==> src/rtl/id_ex_skid_stage_pkg.sv <==
// Shared definitions for the generic pipeline-stage register (package pipe_pkg).
// Holds the occupancy state type, ID/EX control-bit positions and default field widths.
package pipe_pkg;

    localparam int CTRL_W_DEF   = 8;
    localparam int DATA_W_DEF   = 32;
    localparam int NUM_DATA_DEF = 4;
    localparam int ADDR_W_DEF   = 5;
    localparam int NUM_ADDR_DEF = 3;

    // Bit positions inside the control bundle when the stage sits between ID and EX
    localparam int ALUOP_HI = 7;
    localparam int ALUOP_LO = 6;
    localparam int ALUSRC   = 5;
    localparam int REGWRITE = 4;
    localparam int MEMTOREG = 3;
    localparam int MEMREAD  = 2;
    localparam int MEMWRITE = 1;
    localparam int BRANCH   = 0;

    typedef enum logic [1:0] {
        EMPTY = 2'd0,
        ONE   = 2'd1,
        FULL  = 2'd2
    } stage_state_e;

    function automatic int entry_width(input int ctrl_w, input int data_bits, input int addr_bits);
        return ctrl_w + data_bits + addr_bits;
    endfunction

endpackage

==> src/rtl/id_ex_skid_stage_entry_reg.sv <==
// pipe_entry_reg: one resettable entry register with load enable.
// Clear zeroes only the low CLR_W bits (the control field) so data/addresses keep their last value.
module pipe_entry_reg
    import pipe_pkg::*;
#(
    parameter int W     = 8,
    parameter int CLR_W = 8
) (
    input  logic         clk_i,
    input  logic         rst_i,
    input  logic         ld_i,
    input  logic         clr_i,
    input  logic [W-1:0] d_i,
    output logic [W-1:0] q_o
);

    logic [W-1:0] entry_q;

    // Entry storage: clear beats load so a flushed cycle never captures new control bits
    always_ff @(posedge clk_i or negedge rst_i) begin
        if (!rst_i) begin
            entry_q <= {W{1'b0}};
        end else if (clr_i) begin
            entry_q[CLR_W-1:0] <= {CLR_W{1'b0}};
        end else if (ld_i) begin
            entry_q <= d_i;
        end else begin
            entry_q <= entry_q;
        end
    end

    assign q_o = entry_q;

endmodule

==> src/rtl/id_ex_skid_stage.sv <==
// id_ex_skid_stage: valid/ready pipeline register with a 2-entry skid and flush-to-bubble.
// Optional macro PIPE_STAGE_STATS_EN adds stall_cnt_o / bubble_cnt_o counters.
module id_ex_skid_stage
    import pipe_pkg::*;
#(
    parameter int CTRL_W   = CTRL_W_DEF,
    parameter int DATA_W   = DATA_W_DEF,
    parameter int NUM_DATA = NUM_DATA_DEF,
    parameter int ADDR_W   = ADDR_W_DEF,
    parameter int NUM_ADDR = NUM_ADDR_DEF
) (
    input  logic                         clk_i,
    input  logic                         rst_i,
    input  logic                         flush_i,
    input  logic                         in_valid_i,
    output logic                         in_ready_o,
    input  logic [CTRL_W-1:0]            ctrl_i,
    input  logic [NUM_DATA*DATA_W-1:0]   data_i,
    input  logic [NUM_ADDR*ADDR_W-1:0]   addr_i,
    output logic                         out_valid_o,
    input  logic                         out_ready_i,
    output logic [CTRL_W-1:0]            ctrl_o,
    output logic [NUM_DATA*DATA_W-1:0]   data_o,
`ifdef PIPE_STAGE_STATS_EN
    output logic [NUM_ADDR*ADDR_W-1:0]   addr_o,
    output logic [31:0]                  stall_cnt_o,
    output logic [31:0]                  bubble_cnt_o
`else
    output logic [NUM_ADDR*ADDR_W-1:0]   addr_o
`endif
);

    localparam int DW = NUM_DATA * DATA_W;
    localparam int AW = NUM_ADDR * ADDR_W;
    localparam int EW = entry_width(CTRL_W, DW, AW);

    stage_state_e state_q, state_d;
    logic         out_valid_q;
    logic         in_ready_q;
    logic         accept_s;
    logic         xfer_s;
    logic         main_ld_s;
    logic         main_sel_skid_s;
    logic         skid_ld_s;
    logic         clr_s;
    logic [EW-1:0] in_bus_s;
    logic [EW-1:0] main_d_s;
    logic [EW-1:0] main_q;
    logic [EW-1:0] skid_q;

    assign in_bus_s = {addr_i, data_i, ctrl_i};
    assign accept_s = in_valid_i & in_ready_q;
    assign xfer_s   = out_valid_q & out_ready_i;
    assign main_d_s = main_sel_skid_s ? skid_q : in_bus_s;

    // Occupancy next-state and register-load selection; flush overrides everything
    always_comb begin
        state_d         = state_q;
        main_ld_s       = 1'b0;
        main_sel_skid_s = 1'b0;
        skid_ld_s       = 1'b0;
        clr_s           = 1'b0;
        if (flush_i) begin
            state_d = EMPTY;
            clr_s   = 1'b1;
        end else begin
            case (state_q)
                EMPTY: begin
                    if (accept_s) begin
                        state_d   = ONE;
                        main_ld_s = 1'b1;
                    end else begin
                        state_d = EMPTY;
                    end
                end
                ONE: begin
                    if (accept_s && xfer_s) begin
                        state_d   = ONE;
                        main_ld_s = 1'b1;
                    end else if (accept_s) begin
                        state_d   = FULL;
                        skid_ld_s = 1'b1;
                    end else if (xfer_s) begin
                        state_d = EMPTY;
                    end else begin
                        state_d = ONE;
                    end
                end
                FULL: begin
                    if (xfer_s) begin
                        state_d         = ONE;
                        main_ld_s       = 1'b1;
                        main_sel_skid_s = 1'b1;
                    end else begin
                        state_d = FULL;
                    end
                end
                default: begin
                    state_d = EMPTY;
                end
            endcase
        end
    end

    // State plus registered handshake flags, derived from the next state
    always_ff @(posedge clk_i or negedge rst_i) begin
        if (!rst_i) begin
            state_q     <= EMPTY;
            out_valid_q <= 1'b0;
            in_ready_q  <= 1'b1;
        end else begin
            state_q     <= state_d;
            out_valid_q <= (state_d != EMPTY);
            in_ready_q  <= (state_d != FULL);
        end
    end

    pipe_entry_reg #(.W(EW), .CLR_W(CTRL_W)) u_main (
        .clk_i (clk_i),
        .rst_i (rst_i),
        .ld_i  (main_ld_s),
        .clr_i (clr_s),
        .d_i   (main_d_s),
        .q_o   (main_q)
    );

    pipe_entry_reg #(.W(EW), .CLR_W(CTRL_W)) u_skid (
        .clk_i (clk_i),
        .rst_i (rst_i),
        .ld_i  (skid_ld_s),
        .clr_i (clr_s),
        .d_i   (in_bus_s),
        .q_o   (skid_q)
    );

    assign in_ready_o  = in_ready_q;
    assign out_valid_o = out_valid_q;
    assign ctrl_o      = out_valid_q ? main_q[CTRL_W-1:0] : {CTRL_W{1'b0}};
    assign data_o      = main_q[CTRL_W +: DW];
    assign addr_o      = main_q[CTRL_W+DW +: AW];

`ifdef PIPE_STAGE_STATS_EN
    logic [31:0] stall_cnt_q;
    logic [31:0] bubble_cnt_q;

    // Free-running wrap-around statistics; flush does not clear them
    always_ff @(posedge clk_i or negedge rst_i) begin
        if (!rst_i) begin
            stall_cnt_q  <= 32'd0;
            bubble_cnt_q <= 32'd0;
        end else begin
            stall_cnt_q  <= (out_valid_q && !out_ready_i) ? stall_cnt_q + 32'd1 : stall_cnt_q;
            bubble_cnt_q <= (!out_valid_q) ? bubble_cnt_q + 32'd1 : bubble_cnt_q;
        end
    end

    assign stall_cnt_o  = stall_cnt_q;
    assign bubble_cnt_o = bubble_cnt_q;
`endif

endmodule
==> config.mk <==
export PLATFORM = sky130hd
export DESIGN_NAME = id_ex_skid_stage
export DESIGN_NICKNAME = d
export VERILOG_FILES = /design/src/rtl/id_ex_skid_stage_pkg.sv /design/src/rtl/id_ex_skid_stage_entry_reg.sv /design/src/rtl/id_ex_skid_stage.sv
export SDC_FILE = /design/constraint.sdc
export NUM_CORES = 1
export LEC_CHECK = 0
export CAP_MARGIN = 20
export CORE_AREA = 3 3 238 123
export CTS_CLUSTER_SIZE = 12
export DETAILED_ROUTE_END_ITERATION = 12
export DIE_AREA = 0 0 241 126
export HOLD_SLACK_MARGIN = 0.1
export PLACE_DENSITY = 0.8
export RECOVER_POWER = 25
export SLEW_MARGIN = 20
export SYNTH_ARGS = -nofsm -noshare
export SYNTH_HDL_FRONTEND = slang
export SYNTH_SLANG_ARGS = --single-unit
==> constraint.sdc <==
create_clock -name clk_i -period 2.6 [get_ports clk_i]
set_clock_uncertainty 0.05 [all_clocks]
set_input_delay 0.39 -clock clk_i [delete_from_list [all_inputs] [get_ports clk_i]]
set_output_delay 0.39 -clock clk_i [all_outputs]
set_load 0.02 [all_outputs]
Word-level counts from Yosys, hierarchy flattened:

Cells that the tools add are included.

* logic and storage cells: 44
* output and inout port bits: 153
* input port bits: 156
* register bits after elaboration: 306

* mux-type cells: 24
* equality and inequality tests: 3
* bitwise logic cells: 3
* reduce and logical (&&, ||, !) cells: 7

Operator list (count)
* $mux 151: 1
* $mux 8: 5
* $mux 1: 12
* $mux 2: 4
* $pmux 2 s3: 1
* $reduce_bool 2->1: 3
* $reduce_and 2->1: 2
* $pmux 1 s3: 1
* $and 1x1->1: 2
* $eq 2x1->1 const B: 1
* $eq 2x2->1 const B: 1
* $logic_not 2->1: 1
* $ne 2x2->1 const B: 1
* $logic_and 1x1->1: 1
* $not 1->1: 1

Depth between registers and ports, before layout:

* depth after elaboration: 7
* gate-level depth with buffers: 10
* depth with buffers taken out: 7

By module:

Synthesis repeated with hierarchy kept, for this count alone.

* cells, all modules: 863
* area total of the unflattened synthesis: 14636.5 um^2

Modules (own cells, without submodules)
* pipe_entry_reg: sequential area each 3778.6 um^2, area an instance 6010.8 um^2, cells an instance 329, instances 2
* id_ex_skid_stage: sequential area each 101.3 um^2, area an instance 2615.0 um^2, cells an instance 205, instances 1

Worst setup path after synthesis:

No wires, ideal clock.

* kind: register to register
* from: register out_valid_q, in the netlist out_valid_o
* to: register u_main.entry_q[100], in the netlist u_main.q_o[100]
* arrival: 1.934 ns
* setup time: 0.137 ns
* period minus slack after synthesis: 2.121 ns
* required time: 2.413 ns
* cell stages (with the launch flop): 10
* path slack: 0.479 ns
* buffers on the path: 3
* path through: dfrtp_1 > clkbuf_1 > nand2_1 > inv_1 > ha_1 > nand3b_1 > a31oi_2 > buf_2 > clkbuf_1 > a21oi_1

* longest elaborated chain between the ends: 6
* elaborated cells on any way between the ends: 10
* classes of those cells: mux: 7; bitwise: 1; reduce/logical: 2

RTL lines
* start, declared: line id_ex_skid_stage.sv:38 `logic out_valid_q;`
* start signal, assigned: line id_ex_skid_stage.sv:113 `out_valid_q <= (state_d != EMPTY);`
* $and 1x1->1 (*): line id_ex_skid_stage.sv:53 `assign xfer_s = out_valid_q & out_ready_i;`
* $logic_and 1x1->1: line id_ex_skid_stage.sv:77 `if (accept_s && xfer_s) begin`
* $mux 1: line id_ex_skid_stage.sv:77
* $pmux 1 s3: line id_ex_skid_stage.sv:67 `case (state_q)`
* $mux 1: line id_ex_skid_stage.sv:63 `if (flush_i) begin`
* $reduce_and 2->1 (no line)
* end signal, assigned by index: line id_ex_skid_stage_entry_reg.sv:24 `entry_q[CLR_W-1:0] <= {CLR_W{1'b0}};`
* end signal, assigned: line id_ex_skid_stage_entry_reg.sv:26 `entry_q <= d_i;`
* end signal, assigned: line id_ex_skid_stage_entry_reg.sv:28 `entry_q <= entry_q;`
* end, declared: line id_ex_skid_stage_entry_reg.sv:17 `logic [W-1:0] entry_q;`

Mark *: on every way between the ends. The rest lies on a longest branch, timed or not.
A chain may end at the register's enable or synchronous reset.

Final worst setup path:

* from: register out_valid_q, in the netlist out_valid_o
* to: output port ctrl_o[0]

* longest elaborated chain between the ends: 1

RTL lines
* $mux 8: line id_ex_skid_stage.sv:138 `assign ctrl_o = out_valid_q ? main_q[CTRL_W-1:0] : {CTRL_W{1'b0}};`
* end, declared: line id_ex_skid_stage.sv:22 `output logic [CTRL_W-1:0] ctrl_o,`

No other way between the ends.

==> key figures <==
Setup path
  – Worst path required time: 2.16 ns
  – CP Launch Type: flop
  – Critical path capture point type: output pin
  – Crit path max fanout: 11
  – CP arrival: 1.89 ns
  – Crit Path Class: reg2out

Placed design
  – Post-DP Area: 16400 um^2
  – Dpl hpwl: 22100 um
  – Pre-CTS worst setup slack: 0.100 ns
  – Dpl cells: 1628
  – Gpl congestion: 0.823
  – IO Port Bufs: 308

STA
  – Fmax: 430 MHz
  – Period utilization: 0.895
  – Final worst slack: 0.273 ns
  – RSZ-0062 raised after global routing: false
  – Minimum clock period: 2.33 ns
  – Endpoints failing setup: 0
  – Final hold vios: 0
  – Worst slew pin tran: 1.24 ns
  – Worst slew margin: 0.171
  – Post-Route Setup TNS: 0 ns
  – Fin. max-slew vios: 0

Yosys
  – Synth cell count leaders: 305 x dfrtp_1, 164 x buf_4, 144 x a21oi_1, 144 x nor2_1, 143 x mux2i_1
  – Synth Instances: 1141
  – Net Count, Synth: 1299
  – Post-synth top area cell: dfrtp_1
  – FF+latch count, synth: 306
  – Most numerous cell in the Yosys netlist: dfrtp_1
  – EDFF count, synth: 0
  – Synth top area share: 0.551
  – Seq/Total Area, Yosys: 0.553
  – Top cells by area, synth: dfrtp_1 55%, mux2i_1 10%, mux2_2 9.8%
  – Asr flop ratio synth: 1.00
  – Number of library cell types mapped by synthesis: 28
  – Syn. warnings: 0
  – Dominant synthesized flop cell: dfrtp_1
  – Mean Syn Cell Area: 12.1 um^2
  – Post-Syn Area: 13900 um^2

Final layout
  – Share of layout cells above drive strength 1: 0.146
  – Filler cell count: 2059
  – Area delta synth->final: 24.4%
  – Nets: 1459
  – Fin area: 17200 um^2
  – Non-filler cells, final: 1680

Route
  – Via density: 5.23
  – WL/cell: 18.8 um
  – DRC Markers: 0
  – Via Count: 8794
  – Antenna-violating nets left: 0
  – Overall routed net length: 31500 um
  – DRT Pass-1 Iters: 4
  – Initial DRC count: 432

Global route
  – First-pass GRT wire length: 50300 um
  – Gr usage total: 0.207
  – Largest net degree at the start of global routing: 71
  – Initial antenna violation count: 2
  – Vias in the first global route: 9551
  – GRT Residual Overflow: 0

CTS
  – Max Buffers Root-to-Sink: 3
  – Num CTS Buffers: 30
  – H-Tree Depth: 1
  – Clk_lat worst skew: 0.55 ns
  – CTS sink count: 306
  – CTS root buf: clkbuf_16
  – CTS tree: done
  – Clock transition at path regs: 0.06 ns

Power
  – Power per cell area: 919 nW/um^2
  – Pleak: 8.09 nW
  – Worst vdd ir: 0.551 mV

Floorplanning
  – Die height: 126 um
  – Die W: 241 um
  – Die area: 30400 um^2
  – Std-Cell Rows: 43
  – Core ar.: 27400 um^2
  – I/O pin cnt: 309
  – Initial Utilization: 0.505

Hold path
  – Hold Path Class: in2async

Status
  – Outcome: complete, no violations

Run
  – Max-Cap Viols: 0
[metrics by stage]
stage	power (mW)	hold slack, ns	utilization
2_1_floorplan	10.5	0.0444	-
4_1_cts	16.0	0.344	0.630
6_report	15.8	0.319	0.628
5_1_grt	16.7	0.343	0.628
3_3_place_gp	11.7	0.341	0.597
3_5_place_dp	11.9	0.342	0.597
[cells in the final DEF (no fill, tap or decap), types with 2 or more instances in the layout]
master / instances
and2_1: 9
ha_1: 2
clkbuf_1: 13
mux2i_1: 143
clkbuf_8: 4
nor2_1: 144
clkdlybuf4s50_1: 307
diode_2: 2
mux2_1: 30
inv_1: 2
buf_12: 14
mux2_2: 121
clkbuf_4: 2
buf_4: 10
clkbuf_16: 31
nand2_1: 3
dfrtp_1: 305
a22o_1: 16
a21oi_1: 144
[per-layer routing]
metal | GRT usage | wire [um] | up-vias
met5 | 0 | 0 | -
met4 | 0.0880 | 1370 | 0
met3 | 0.0339 | 909 | 85
met2 | 0.383 | 17000 | 158
met1 | 0.238 | 12300 | 4449
li1 | - | - | 4102
[cells by family (layout without fill, tap and decap cells)]
group           after synthesis  after routing  synth area share
simple gates                165            165            0.0494
flops                       306            306             0.553
mux                         294            294             0.226
other cells                   0              2                 0
buf+inv                     211            388             0.106
compound gates              163            163            0.0642
fa+ha+maj                     2              2           0.00181
[registers in the layout, indices dropped and copies added, names as in the netlist]
name,count
in_ready_o,1
out_valid_o,1
state_q,2
u_main.q_o,151
u_skid.q_o,151
[worst paths after layout]
kind / start / cells after the start / to / slack, ns
worst min-delay path: rst_i / 2 / u_main.q_o[82] / 0.32
worst max register to register: in_ready_o / 8 / u_main.q_o[140] / 0.52
worst max-delay path: out_valid_o / 3 / ctrl_o[0] / 0.27
worst min register to register: u_skid.q_o[67] / 1 / u_skid.q_o[67] / 0.43
min in group clk_i: ctrl_i[3] / 2 / u_skid.q_o[3] / 0.42
max in group asynchronous: rst_i / 3 / u_main.q_o[118] / 0.53
[power breakdown]
part	internal, mW	total, mW	switching, mW
Sequential	6.39	7.29	0.900
Combinational	2.42	4.50	2.09
Clock	2.28	4.04	1.76
[critical path, cell delays in order (launching register included)]
cell and delay [ns]:
dfrtp_1 0.34, buf_4 0.18, and2_1 0.19, clkdlybuf4s50_1 0.62
[cell type report]
cell class / count / area, um^2 / area share
antenna: 2 / 5.00 / 0.000290
inverter: 2 / 7.51 / 0.000436
sequential: 306 / 7660 / 0.444
clock buffer: 47 / 876 / 0.0508
tap: 360 / 450 / 0.0261
multi-input combinational: 624 / 4750 / 0.276
clock inverter: 2 / 12.5 / 0.000726
timing repair buffer: 337 / 3480 / 0.202
[timing repair]
action	CTS	global route
gates resized for setup	0	0
setup endpoints to repair	0	0
hold buffers	1	0
endpoints found under the hold margin	64	0
buffers inserted	0	0
Power figures use the tool's default switching activity.
==> patch 1 (config.mk and constraints unchanged) <==
Set the package constant `CTRL_W_DEF` to 6 (it was 8).
--- a/src/rtl/id_ex_skid_stage_pkg.sv
+++ b/src/rtl/id_ex_skid_stage_pkg.sv
@@ -2,7 +2,7 @@
 // Holds the occupancy state type, ID/EX control-bit positions and default field widths.
 package pipe_pkg;
 
-    localparam int CTRL_W_DEF   = 8;
+    localparam int CTRL_W_DEF   = 6;
     localparam int DATA_W_DEF   = 32;
     localparam int NUM_DATA_DEF = 4;
     localparam int ADDR_W_DEF   = 5;
Ports: changed (resized ctrl_i and ctrl_o); port bits go from 309 to 305. The function was not compared with the original's and may differ.
==> patch 1 against the original RTL <==
- the flow now finishes with violations (capacitance limit, slew limit)
- sequential cell count decreased by 4
- area after synthesis decreased by 1.3%
- worst setup slack improved by 0.037 ns
- design area decreased by 0.86%
- critical path depth unchanged
- sequential share of layout area decreased by 0.20 points
- routed wire length decreased by 1.5%
- combinational power about the same
- cell count decreased by 0.60%
- total power decreased by 1.6%
- worst hold slack improved by 0.12 ns
==> patch 1: results (changes against the original RTL) <==
status=complete, but fails checks; failing checks=capacitance limit, slew limit; Synth top cells by count=dfrtp_1, buf_4, mux2_2, nor2_1; pins over their slew limit=70 (+70); vias in the first global route=9282 (-2.8%); total track usage=0.206 (-0.00129); ranking of synthesized cells by area=dfrtp_1, mux2_2, mux2i_1; DP Area=0.0163 sq mm (-0.70%); CP Capture Point=ctrl_o[3]; Layout Nets=1450 (-0.62%); H-tree levels=1 (unchanged); post-synthesis cell type count=27 (-3.6%); initial antenna violation count=3 (+1); Async SR Flop Fraction=1.00 (unchanged); sequential fraction of the synthesis area=0.553 (about the same); port bufs=304 (-1.3%); total CTS buffers=29 (-3.3%); DR vias/cell=5.19 (-0.92%); DRT iter0 DRCs=484 (+12%); Critical R2R Launch=in_ready_o; drt pass-1 iters=4 (unchanged); R2R Path End=u_main.q_o[30]; Mapped Nets=1287 (-0.92%); CP max FO=9 (-2); Clock Latency Late Sink=0.55 ns (about the same); Pleak=8.02 nW (-0.93%); critical path arrival=1.85 ns (-0.04 ns); share of cells above drive strength 1=0.167 (+0.0211); max cap viols=1 (+1); synthesis warning total=0 (unchanged); Reg2Reg Setup Slack=0.45 ns (-0.07 ns); Slew Limit Headroom=-0.172 (-0.343); GPL Wtd Cong=0.832 (+1.2%); first-pass GRT wire length=50300 microns (unchanged); drt wl/cell=18.6 microns (-0.93%); VDD IR max=0.542 mV (-1.6%); Hold Crit Class=in -> reg; hpwl dp=21800 microns (-1.3%); largest net degree at the start of global routing=74 (+4.2%)
==> patch 1: cell types whose count changed after synthesis, sizes merged, moves of 2 or more <==
| cell | change |
|---|---|
| mux2 | -2 |
| buf | -2 |
| dfrtp | -4 |
| and2 | -2 |
| a22o | -4 |
| a21o | +2 |
| nor2 | +2 |
==> patch 1: power by group <==
| part | switching [mW] | internal, mW | total (mW) |
|---|---|---|---|
| sequential | 0.881 | 6.32 | 7.20 |
| clock | 1.71 | 2.16 | 3.86 |
| combinational | 2.07 | 2.44 | 4.51 |
| total | 4.66 | 10.9 | 15.6 |
==> patch 1: how the worst min path moves through the flow <==
stage,from,to,slack [ns]
final,data_i[92],u_skid.q_o[98],0.44
after global routing,ctrl_i[1],u_skid.q_o[1],0.41
after CTS,rst_i,u_main.q_o[109],0.37
after detailed placement,rst_i,u_main.q_o[77],0.37
after global placement,rst_i,u_main.q_o[77],0.36
after floorplan,rst_i,out_valid_o,0.04
==> patch 1: through the flow <==
| step | instances | power, mW | setup WS, ns |
|---|---|---|---|
| after CTS | 1667 | 15.8 | 0.284 |
| after global routing | 1670 | 16.4 | 0.209 |
| after global placement | 1622 | 11.6 | 0.135 |
| final | 1670 | 15.6 | 0.310 |
| after detailed placement | 1622 | 11.8 | 0.0718 |
| after floorplan | 1131 | 10.4 | 0.510 |
==> patch 1: cell type report <==
class,count,area (sq um)
Multi-Input combinational cell,619,4700
Fill cell,2116,10300
Inverter,2,7.51
Sequential cell,302,7560
Clock buffer,43,788
Clock inverter,1,30.0
Timing Repair Buffer,340,3550
Antenna cell,3,7.51
Tap cell,360,450
==> patch 1: worst max-delay path, cell delays in order (launching register included) <==
cell and delay, ns:
dfrtp_1 0.35, buf_4 0.18, and2_1 0.14, clkdlybuf4s50_1 0.65
==> patch 1: timing repair <==
action                                 in CTS  in global routing
hold buffers                                1                  0
resized for setup                           0                  0
endpoints found under the hold margin      69                  0
==> patch 1: metal layers <==
layer	vias to the layer above	part of all wire	routed length, microns	GRT usage
li1	4059	-	-	-
met1	4369	0.40	12500	0.246
met2	158	0.52	16200	0.370
met3	75	0.034	1060	0.0372
met4	0	0.041	1260	0.0807
met5	-	0	0	0
==> patch 1: cell families after synthesis <==
kind of cell | after synthesis | synth area share
buffers and inverters | 210 | 0.106
and+or+nand+nor | 166 | 0.0501
DFF | 302 | 0.553
adders and majority gates | 2 | 0.00183
muxes | 292 | 0.227
AOI/OAI and AO/OA | 159 | 0.0621
==> patch 2 (config.mk and constraints unchanged) <==
Made on the original files. Encoding of `stage_state_e`: now one-hot (3 bits for 3 states).
--- a/src/rtl/id_ex_skid_stage_pkg.sv
+++ b/src/rtl/id_ex_skid_stage_pkg.sv
@@ -18,10 +18,10 @@
     localparam int MEMWRITE = 1;
     localparam int BRANCH   = 0;
 
-    typedef enum logic [1:0] {
-        EMPTY = 2'd0,
-        ONE   = 2'd1,
-        FULL  = 2'd2
+    typedef enum logic [2:0] {
+        EMPTY = 3'b001,
+        ONE   = 3'b010,
+        FULL  = 3'b100
     } stage_state_e;
 
     function automatic int entry_width(input int ctrl_w, input int data_bits, input int addr_bits);
Check against the original RTL: no difference found for any inputs over 4 cycles, from zero or initial values and one cycle with rst_i low; so few cycles prove little.
==> patch 2 against the original RTL <==
- the run now ends with capacitance limit, slew limit left
- design area up 0.41%
- sequential cell count increased by 1
- global-route usage increased by 2.4 points
- worst setup slack worse by 0.090 ns
- area after synthesis rose by 0.15%
- total power is 17% lower
- via count increased by 14%
- core utilization grew 0.26 points
- routed wire length increased by 11%
- largest cell class unchanged
==> patch 2: results (changes against the original RTL) <==
Clock buf/inv share=0.0494 (-0.00216); Pleak=8.08 nW (-0.16%); Mapped Nets=1481 (+14%); #FFs+latches synth=307 (+0.33%); sequential fraction of the synthesis area=0.554 (+0.00105); hpwl dp=23900 microns (+8.3%); vias in the first global route=10690 (+12%); Max stage delay cell, worst path=dfrtp_1; grt met1 use=0.281 (+0.0431); DR vias=10057 (+14%); non-clk buf share=0.211 (+0.00931); Hold Slack=0.370 ns (+0.0512 ns); CP max FO=19 (+8); Non-Clock Buffer Count=350 (+3.9%); Seq group=6.10 mW (-16%); P_clk=3.97 mW (-2%); fill count=2110 (+2.5%); met2 Usage GRT=0.405 (+0.0220); post-synthesis cell type count=33 (+18%); status=complete, but fails checks; drt pass-1 iters=8 (+4); Final period util=0.930 (+0.0345); max cap viols=1 (+1); GPL Wtd Cong=0.851 (+3.5%); met3 GRT Util=0.0363 (+0.00241); drt wl/cell=18.9 microns (+0.52%); share of cells above drive strength 1=0.154 (+0.00869); failing checks=capacitance limit, slew limit; pins over their slew limit=67 (+67); largest net degree at the start of global routing=107 (+51%); finished layout cell area=0.0173 sq mm (+0.41%); comb_multi_in=786 (+26%); WL met2=18200 microns (+7.4%); first-pass GRT wire length=56400 microns (+12%)
-- patch 2: cells by family (layout without fill, tap and decap cells) --
group                    Yosys count  in the layout  share of synthesized area
buffers and inverters            230            397                      0.113
adder cells (fa/ha/maj)            2              2                    0.00180
other                              0              2                          0
flip-flops                       307            307                      0.554
AND/OR/NAND/NOR                  464            464                      0.130
AO/OA/AOI/OAI                    169            169                     0.0795
multiplexers                     151            151                      0.122
-- patch 2: what timing repair did --
action,in CTS,in global routing
hold buffers,1,0
hold endpoints to repair,61,0
resized for setup,0,0
-- patch 2: metrics by stage --
stage                     cells  power, mW  utilization
after floorplan            1323       8.18            -
after global placement     1804       9.17        0.600
after detailed placement   1804       9.31        0.600
after CTS                  1850       13.4        0.632
after global routing       1852       13.8        0.631
final                      1852       13.2        0.631
